### config.mk
export PLATFORM = sky130hd
export DESIGN_NAME = share_pipe
export DESIGN_NICKNAME = d
export VERILOG_FILES = /design/src/rtl/share_pipe.sv
export SDC_FILE = /design/constraint.sdc
export NUM_CORES = 1
export LEC_CHECK = 0
export BUFFER_PORTS_ARGS = -buffer_cell sky130_fd_sc_hd__buf_4
export CAP_MARGIN = 0
export CORE_ASPECT_RATIO = 2
export CORE_MARGIN = 1
export CORE_UTILIZATION = 48
export CTS_BUF_LIST = sky130_fd_sc_hd__clkbuf_8 sky130_fd_sc_hd__clkbuf_16
export DETAILED_ROUTE_END_ITERATION = 6
export PLACE_DENSITY = 0.73
export SYNTH_ARGS = -nofsm -noshare
export SYNTH_HDL_FRONTEND = slang
export SYNTH_SLANG_ARGS = --single-unit
export TNS_END_PERCENT = 100
### constraint.sdc
create_clock -name clk -period 1.45 [get_ports clk]
set_input_delay 0.29 -clock clk [delete_from_list [all_inputs] [get_ports clk]]
set_output_delay 0.29 -clock clk [all_outputs]
set_load 0.005 [all_outputs]
### src/rtl/share_pipe.sv
// Elastic pipeline carrying SHARES independent Boolean shares per word, with
// bubble collapsing, synchronous flush and a registered occupancy count.
module share_pipe #(
    parameter int unsigned WIDTH  = 4,
    parameter int unsigned SHARES = 2,
    parameter int unsigned DEPTH  = 3
) (
    input  logic                          clk,
    input  logic                          rst_n,
    input  logic                          flush,
    input  logic                          in_valid,
    output logic                          in_ready,
    input  logic [SHARES*WIDTH-1:0]       in_data,
    output logic                          out_valid,
    input  logic                          out_ready,
    output logic [SHARES*WIDTH-1:0]       out_data,
    output logic [$clog2(DEPTH+1)-1:0]    occupancy
);

    localparam int unsigned DW = SHARES * WIDTH;
    localparam int unsigned OW = $clog2(DEPTH + 1);

    logic [DEPTH-1:0] valid_q;
    logic [DEPTH-1:0] valid_d;
    logic [DW-1:0]    data_q [DEPTH];
    logic [OW-1:0]    occ_q;

    logic [DEPTH-1:0] take;
    logic [DEPTH-1:0] vacate;
    logic [DEPTH-1:0] load;
    logic             room;
    logic             in_xfer;
    logic             out_xfer;

    // Walk from the output back to the input: a stage can take a new word if it
    // is empty or its current word moves on in the same cycle.
    always_comb begin
        take   = '0;
        vacate = '0;
        room   = out_ready;
        for (int k = DEPTH - 1; k >= 0; k--) begin
            vacate[k] = valid_q[k] && room;
            take[k]   = !valid_q[k] || room;
            room      = take[k];
        end
    end

    assign in_ready  = take[0] && !flush && rst_n;
    assign in_xfer   = in_valid && in_ready;
    assign out_valid = valid_q[DEPTH-1];
    assign out_xfer  = out_valid && out_ready;
    assign out_data  = data_q[DEPTH-1];
    assign occupancy = occ_q;

    always_comb begin
        load    = '0;
        load[0] = in_xfer;
        for (int k = 1; k < DEPTH; k++) begin
            load[k] = valid_q[k-1] && take[k];
        end
        valid_d = '0;
        for (int k = 0; k < DEPTH; k++) begin
            valid_d[k] = load[k] || (valid_q[k] && !vacate[k]);
        end
    end

    always_ff @(posedge clk or negedge rst_n) begin
        if (!rst_n) begin
            valid_q <= '0;
            occ_q   <= '0;
        end else if (flush) begin
            valid_q <= '0;
            occ_q   <= '0;
        end else begin
            valid_q <= valid_d;
            if (in_xfer && !out_xfer) begin
                occ_q <= occ_q + OW'(1);
            end else if (!in_xfer && out_xfer) begin
                occ_q <= occ_q - OW'(1);
            end
        end
    end

    // Shares travel as an opaque word: each register only ever copies its
    // upstream neighbour, so no share is ever mixed with another.
    always_ff @(posedge clk or negedge rst_n) begin
        if (!rst_n) begin
            for (int k = 0; k < DEPTH; k++) data_q[k] <= '0;
        end else if (flush) begin
            for (int k = 0; k < DEPTH; k++) data_q[k] <= '0;
        end else begin
            if (load[0]) data_q[0] <= in_data;
            for (int k = 1; k < DEPTH; k++) begin
                if (load[k]) data_q[k] <= data_q[k-1];
            end
        end
    end

endmodule
Word-level counts from Yosys, hierarchy flattened --
Cells that the tools add are included.
Operators by class: reduce and logical (&&, ||, !) cells 29, mux-type cells 8, $add $sub $neg 2
Operators by type and width (number):
- 24-bit two-way mux | 1
- 8-bit two-way mux | 3
- 1-bit logical AND | 11
- 1-bit logical NOT | 8
- 1-bit logical OR | 6
- 2-bit two-way mux | 3
- 2-bit nonzero test | 3
- 3-bit two-way mux | 1
- 3-bit nonzero test | 1
- 2-bit by 1-bit adder with 2-bit output, second input constant | 1
- 2-bit by 1-bit subtractor with 2-bit output, second input constant | 1
Storage, ports and cells: flip-flop bits (word level) 29, bits of input ports 13, word-level logic and storage cells 44, output and inout bits 12

Logic depth before layout (Yosys ltp) --
Gate-level depths: netlist of the first run.
depth in word-level cells 12, depth in mapped cells 5

Worst setup path before layout of the first run --
OpenSTA, ideal clock, no wires.
path kind register -> register, from register valid_q[1], to register occ_q[1] (netlist: occupancy[1]), required time 1.322 ns, arrival 1.401 ns, path buffers 0, cell stages (with the launch flop) 5, slack -0.078 ns, cell sequence dfrtp_1 > and4b_4 > nor3_4 > mux2i_1 > mux2_1
On the way: cells in the longest elaborated chain, start to end 9, elaborated cells on any way between the ends 12, those cells by class 2 x mux; 10 x reduce/logical
Ends and longest elaborated chain:
- from (decl) | line 23 | logic [DEPTH-1:0] valid_q;
- from (signal assigned) | line 75 | valid_q <= valid_d;
- 1-bit logical NOT * | line 43 | take[k] = !valid_q[k] || room;
- 1-bit logical OR * (2 in series) | line 43
- 1-bit logical AND * (2 in series) | line 48 | assign in_ready = take[0] && !flush && rst_n;
- 1-bit logical AND * | line 49 | assign in_xfer = in_valid && in_ready;
- 1-bit logical AND / 1-bit logical NOT (equally long branches) | line 76, 78
- 2-bit two-way mux / 1-bit logical AND (equally long branches) | line 76, 78
- 2-bit two-way mux / 3-bit nonzero test (equally long branches)
- to (signal assigned) | line 77 | occ_q <= occ_q + OW'(1);
- to (signal assigned) | line 79 | occ_q <= occ_q - OW'(1);
- to (decl) | line 26 | logic [OW-1:0] occ_q;
Mark *: on every way between the ends. The rest lies on a longest branch, timed or not. A chain may end at the register's enable or synchronous reset.

Worst setup path after layout of the first run --
from register valid_q[0], to output in_ready
On the way: cells in the longest elaborated chain, start to end 4
Ends and longest elaborated chain:
- 1-bit logical NOT | line 43
- 1-bit logical OR | line 43
- 1-bit logical AND (2 in series) | line 48
- to (decl) | line 12 | output logic in_ready,
No other way between the ends.

==> results of run 1 <==
worst max-delay path by stage:
| stage | to | slack (ps) | depth (start not counted) |
|---|---|---|---|
| final | in_ready | -30 | 3 |
| after global routing | in_ready | -80 | 3 |
| after CTS | in_ready | -60 | 3 |
| after detailed placement | occupancy[1]$_DFFE_PN0P_ | 20 | 5 |
| after global placement | occupancy[1]$_DFFE_PN0P_ | 60 | 5 |
| after floorplan | occupancy[1]$_DFFE_PN0P_ | -80 | 4 |
worst reg2reg max path, cell delays in order, from the launching register on:
cell,delay (ps)
dfrtp_1,390
and4b_4,220
nor3_4,160
mux2i_1,220
mux2_1,330
Yosys cell counts:
library cell  number
dfrtp_1           29
nor2_1            24
mux2i_1           18
nand2_1            9
buf_4              8
nand2b_1           8
o21ai_0            7
buf_2              3
clkbuf_1           3
a21oi_1            2
nor2b_1            2
xnor2_1            2
a21bo_2            1
and2_1             1
and4b_4            1
mux2_1             1
nor3_4             1
nor3b_1            1
cell families (layout without fill, tap and decap cells):
family,Yosys count,count (layout),share of synthesized area
xor+xnor,2,2,0.01341
simple gates,47,47,0.1763
flops,29,29,0.5556
mux,19,19,0.1465
compound gates,10,10,0.04214
buf+inv,14,40,0.06609
layout make-up:
type,instances,area share
sequential,29,0.4514
multi-input combinational,78,0.3121
timing repair buffer,32,0.1611
clock buffer,5,0.04280
tap,28,0.02179
clock inverter,3,0.01089
state kept, by name, indices dropped and copies added, names as in the netlist:
register,flops
occupancy,2
out_data,8
valid_q,3
data_q,16
cell usage in the layout (no fill, tap or decap):
cell / Yosys / layout
nor2_1: 24 / 24
xnor2_1: 2 / 2
dlygate4sd3_1: 0 / 1
and2_1: 1 / 1
dfrtp_1: 29 / 29
mux2i_1: 18 / 18
nand2_1: 9 / 9
buf_12: 0 / 1
clkinv_2: 0 / 2
nor2b_1: 2 / 1
clkbuf_8: 0 / 5
a21oi_1: 2 / 2
a21bo_2: 1 / 1
nand2b_1: 8 / 8
nor3b_2: 0 / 1
and4b_4: 1 / 1
buf_6: 0 / 1
clkinvlp_4: 0 / 1
o21ai_0: 7 / 7
nor2b_2: 0 / 1
buf_4: 8 / 29
nor3_4: 1 / 1
mux2_1: 1 / 1
what timing repair did:
item	CTS	global route
hold endpoints to repair	5	0
buffers inserted	0	1
gates cloned	0	0
endpoints found under the setup margin	1	14
hold buffers	1	0
resized for setup	1	2
power by group through the flow:
stage | registers, mW | logic (mW) | clock network [mW]
floorplan | 0.853 | 0.0617 | 0
global placement | 0.854 | 0.128 | 0
detailed placement | 0.855 | 0.132 | 0
CTS | 0.841 | 0.136 | 0.649
global route | 0.842 | 0.150 | 0.699
finish | 0.841 | 0.136 | 0.631
per-layer routing:
| metal | part of all wire | GRT usage | wire length (microns) | vias to the layer above |
|---|---|---|---|---|
| li1 | - | - | - | 435 |
| met1 | 0.43 | 0.2008 | 923 | 427 |
| met2 | 0.51 | 0.2630 | 1108 | 17 |
| met3 | 0.037 | 0.06997 | 81 | 6 |
| met4 | 0.024 | 0.1034 | 53 | 0 |
| met5 | 0 | 0 | 0 | - |
through the flow:
stage	cell area, sq um	cells	hold WS (ps)	worst slack [ps]
after floorplan	1306	121	-5.591	-78.50
after global placement	1493	165	202.1	55.12
after detailed placement	1493	165	205.4	15.63
after CTS	1594	174	111.3	-61.32
after global routing	1608	175	129.3	-77.32
final	1608	175	106.2	-29.88
==> run_results.csv, run 1 <==
group,metric,value,unit
logic_synthesis,yosys_warnings,0,
critical_path,cp_slowest_stage_delay,390,ps
clock_network,tritoncts,"done",
logic_synthesis,ys_seq_elements,29,
grt,antenna_found_initial,0,
clock_network,path_clk_slew,60,ps
critical_path,cp_cell_sequence,"and4b_4 > nor3b_2 > buf_4",
grt,grt.total_usage,0.1737,
clock_network,root_buffer,"clkbuf_8",
power,seqPwrFrac,0.523,
clock_network,htree_levels,2,
logic_synthesis,synth_top_area_frac,0.5556,
sta,finalSetupViolCount,1,
cells_and_area,area.sequential,725.7,sq um
critical_path,critical_path.slowest_cell,"dfrtp_1",
placed_design,gp_congestion,0.7260,
power,comb_power_share,0.084,
floorplan,io_pins,25,
critical_path,crit_start,"valid_q[0]$_DFF_PN0_",
sta,fmax,675.7,MHz
drt,drt_iter0_markers,19,
sta,layout_worst_path_cycle_share,1.021,
drt,routed_wl,2.166,mm
floorplan,die_x,38.89,microns
sta,rsz0062_at_grt,"true",
logic_synthesis,yosys-top-cells-area,"dfrtp_1 56%, mux2i_1 14%, nor2_1 6.9%",
power,max-vdd-ir-drop,0.7640,mV
power,p_leak,0.8725,nW
clock_network,cts_made_buffers,5,
critical_path,rrSetupSlack,10,ps
clock_network,clkLatencyLatePin,280,ps
grt,grt_pass1_wl,3.484,mm
drt,vias,885,
power,clockPowerShare,0.393,
cells_and_area,final.fill_count,220,
sta,slew_viol_final,0,
grt,grt_pass1_vias,819,
sta,fin_setup_tns,-29.88,ps
sta,finalHoldViolations,0,
sta,relSlewSlack,0.8032,
floorplan,dieHeight,75.78,microns
logic_synthesis,postSynthAreaPerCell,10.80,sq um
floorplan,dieArea,2947,sq um
logic_synthesis,syn_area,1306,sq um
cells_and_area,synthToLayoutAreaGrowth,23.08,%
cells_and_area,insertedDiodeCount,0,
placed_design,io_buffers,24,
grt,overflow,0,
logic_synthesis,syn_inst,121,
power,p_switching,379.6,uW
cells_and_area,drive_above_1_share,0.2993,
sta,period_needed,1480,ps
power,p_total,1.608,mW
placed_design,hpwl,1.563,mm
critical_path,setup.worst_path.class,"reg -> out",
critical_path,worst_r2r_startpoint,"valid_q[0]$_DFF_PN0_",
drt,drt_pass1_iterations,4,
sta,tightest_slew,295.2,ps
critical_path,startpoint_type,"flop",
floorplan,core,2570,sq um
drt,ant_nets,0,
status,violations,"setup timing",
status,outcome,"finished with violations",
drt,wl_per_cell,12.38,microns
critical_path,worstSetupEndpointType,"output port",
power,intPower,1.228,mW
logic_synthesis,synth_top_area_cell,"dfrtp_1",
power,powerDensity,999.9,nW/um^2
floorplan,rows,26,
critical_path,crit_fanout,3,
grt,grt_max_degree,27,
sta,fin_skew,5.417,ps
logic_synthesis,seq_area_frac_synth,0.5556,
cells_and_area,fin_nets,159,
critical_path,cp.arrival,1190,ps
critical_path,reg2reg_to,"occupancy[1]$_DFFE_PN0P_",
worst_hold_path,min_path_type,"in -> async",
critical_path,path_delay_family,"flip-flops",
run,drv_cap,0,
clock_network,clockBufferDepth,2,
clock_network,cts_sinks,29,
critical_path,worstRegToRegCells,4,
floorplan,initial_core_util,0.5083,
logic_synthesis,synth_cell_type_count,18,
critical_path,crit_required,1160,ps
drt,via_per_inst,5.057,
logic_synthesis,synth_nets,134,
cells_and_area,fin_util,0.6256,
cells_and_area,multi_input_area,501.7,sq um
drt,drc_errors,0,
sta,layout_setup_ws,-29.88,ps
power,switching_share,0.2361,
critical_path,path_buf_inv,1,
(Power assumes the default switching activity.)
==> inputs of run 2 (changes only) <==
Settings changed: GPL_TIMING_DRIVEN from default to 1, REMOVE_ABC_BUFFERS from default to 1.
==> run_results.csv, run 2 (same netlist as run 1, synthesis figures left out) <==
group,metric,value,unit
status,outcome,"finished with violations",
status,violations,"setup timing",
power,powerDensity,1050,nW/um^2
sta,slew_viol_final,0,
cells_and_area,insertedDiodeCount,0,
sta,period_needed,1471,ps
sta,tightest_slew,424.6,ps
power,max-vdd-ir-drop,0.6146,mV
cells_and_area,stdcell_count,176,
sta,finalHoldViolations,0,
clock_network,clockBufferDepth,2,
critical_path,startpoint_type,"flop",
sta,layout_worst_path_cycle_share,1.015,
floorplan,io_pins,25,
grt,antenna_found_initial,0,
grt,grt.total_usage,0.2058,
critical_path,worstSetupEndpointType,"output port",
placed_design,hpwl,1.766,mm
floorplan,initial_core_util,0.5083,
sta,hold-worst-slack,86.03,ps
run,drv_cap,0,
sta,finalSetupViolCount,1,
clock_network,htree_levels,2,
critical_path,crit_fanout,3,
drt,drt_iter0_markers,16,
drt,wl_per_cell,13.95,microns
critical_path,critical_path.slowest_cell,"dfrtp_1",
power,p_leak,0.8868,nW
placed_design,dp_slack,13.98,ps
placed_design,io_buffers,24,
floorplan,rows,26,
clock_network,tritoncts,"done",
drt,routed_wl,2.455,mm
cells_and_area,synthToLayoutAreaGrowth,24.33,%
sta,layout_setup_ws,-21.48,ps
drt,vias,894,
drt,drc_errors,0,
drt,ant_nets,0,
critical_path,crit_required,1160,ps
clock_network,clkLatencyLatePin,280,ps
clock_network,root_buffer,"clkbuf_8",
grt,grt_pass1_wl,3.939,mm
cells_and_area,largest_register_ffs,16,
sta,relSlewSlack,0.7160,
worst_hold_path,min_path_type,"in -> async",
sta,fmax,679.6,MHz
power,p_total,1.706,mW
floorplan,dieArea,2947,sq um
critical_path,cp.arrival,1180,ps
floorplan,die_x,38.89,microns
grt,grt_max_degree,21,
grt,grt_pass1_vias,834,
cells_and_area,most-common-layout-cells,"31 x buf_4, 29 x dfrtp_1, 24 x nor2_1",
grt,overflow,0,
floorplan,core,2570,sq um
sta,rsz0062_at_grt,"true",
placed_design,gp_congestion,0.7703,
clock_network,cts_made_buffers,5,
critical_path,cp_slowest_stage_delay,390,ps
cells_and_area,fin_nets,160,
cells_and_area,drive_above_1_share,0.2973,
critical_path,setup.worst_path.class,"reg -> out",
sta,fin_skew,3.716,ps
cells_and_area,fin_util,0.6319,
drt,drt_pass1_iterations,3,
cells_and_area,top_register,"data_q",
placed_design,dp_cells,166,
clock_network,cts_sinks,29,
cells_and_area,layout_commonest_cell,"buf_4",
floorplan,dieHeight,75.78,microns
critical_path,cp_cell_sequence,"and4b_4 > nor3b_2 > buf_4",
clock_network,path_clk_slew,60,ps
drt,via_per_inst,5.080,
run 2: per-stage QoR:
| step | cell area [sq um] | TNS, ps |
|---|---|---|
| floorplan | 1220 | -233.5 |
| global placement | 1500 | 0 |
| detailed placement | 1500 | 0 |
| CTS | 1624 | -31.11 |
| global route | 1624 | -92.38 |
| finish | 1624 | -21.48 |
run 2: area by class of cell:
type	count	area (sq um)
clock buffer	7	96.34
clock inverter	1	5.005
fill	216	945.9
multi-input combinational	78	499.2
sequential	29	725.7
tap	28	35.03
timing repair buffer	33	262.8
run 2: critical path, delay by kind of cell, from the launching register on:
family	cells	cell delay, ps
AND/OR/NAND/NOR	2	380
flip-flops	1	390
buffers and inverters	1	130
run 2: path summary, 6_finish.rpt:
| kind | from | end | slack (ps) | cells past startpoint |
|---|---|---|---|---|
| max | valid_q[1]$_DFF_PN0_ | in_ready | -20 | 3 |
| min | rst_n | out_data[7]$_DFFE_PN0P_ | 90 | 3 |
| max reg2reg | valid_q[1]$_DFF_PN0_ | occupancy[1]$_DFFE_PN0P_ | 20 | 4 |
| min reg2reg | data_q[8]$_DFFE_PN0P_ | out_data[0]$_DFFE_PN0P_ | 520 | 2 |
| max in group asynchronous | rst_n | valid_q[0]$_DFF_PN0_ | 560 | 3 |
| min in group clk | in_data[0] | data_q[16]$_DFFE_PN0P_ | 210 | 3 |
run 2: repair_timing:
item | CTS | global route
hold endpoints to repair | 9 | 0
pin swaps | 1 | 1
setup endpoints to repair | 1 | 2
gates resized for setup | 1 | 0
buffers inserted | 1 | 0
hold buffers | 1 | 0
run 2: per-layer routing:
| layer | vias to the layer above | GRT usage | routed length (microns) | share of wire |
|---|---|---|---|---|
| li1 | 433 | - | - | - |
| met1 | 435 | 0.2297 | 940 | 0.38 |
| met2 | 19 | 0.3241 | 1349 | 0.55 |
| met3 | 7 | 0.08163 | 100 | 0.041 |
| met4 | 0 | 0.1149 | 64 | 0.026 |
| met5 | - | 0 | 0 | 0 |
run 2: power breakdown:
part | internal [mW] | switching, mW | leakage, nW
Combinational | 0.0708 | 0.0686 | 0.432
Sequential | 0.828 | 0.0119 | 0.400
Clock | 0.428 | 0.298 | 0.0542
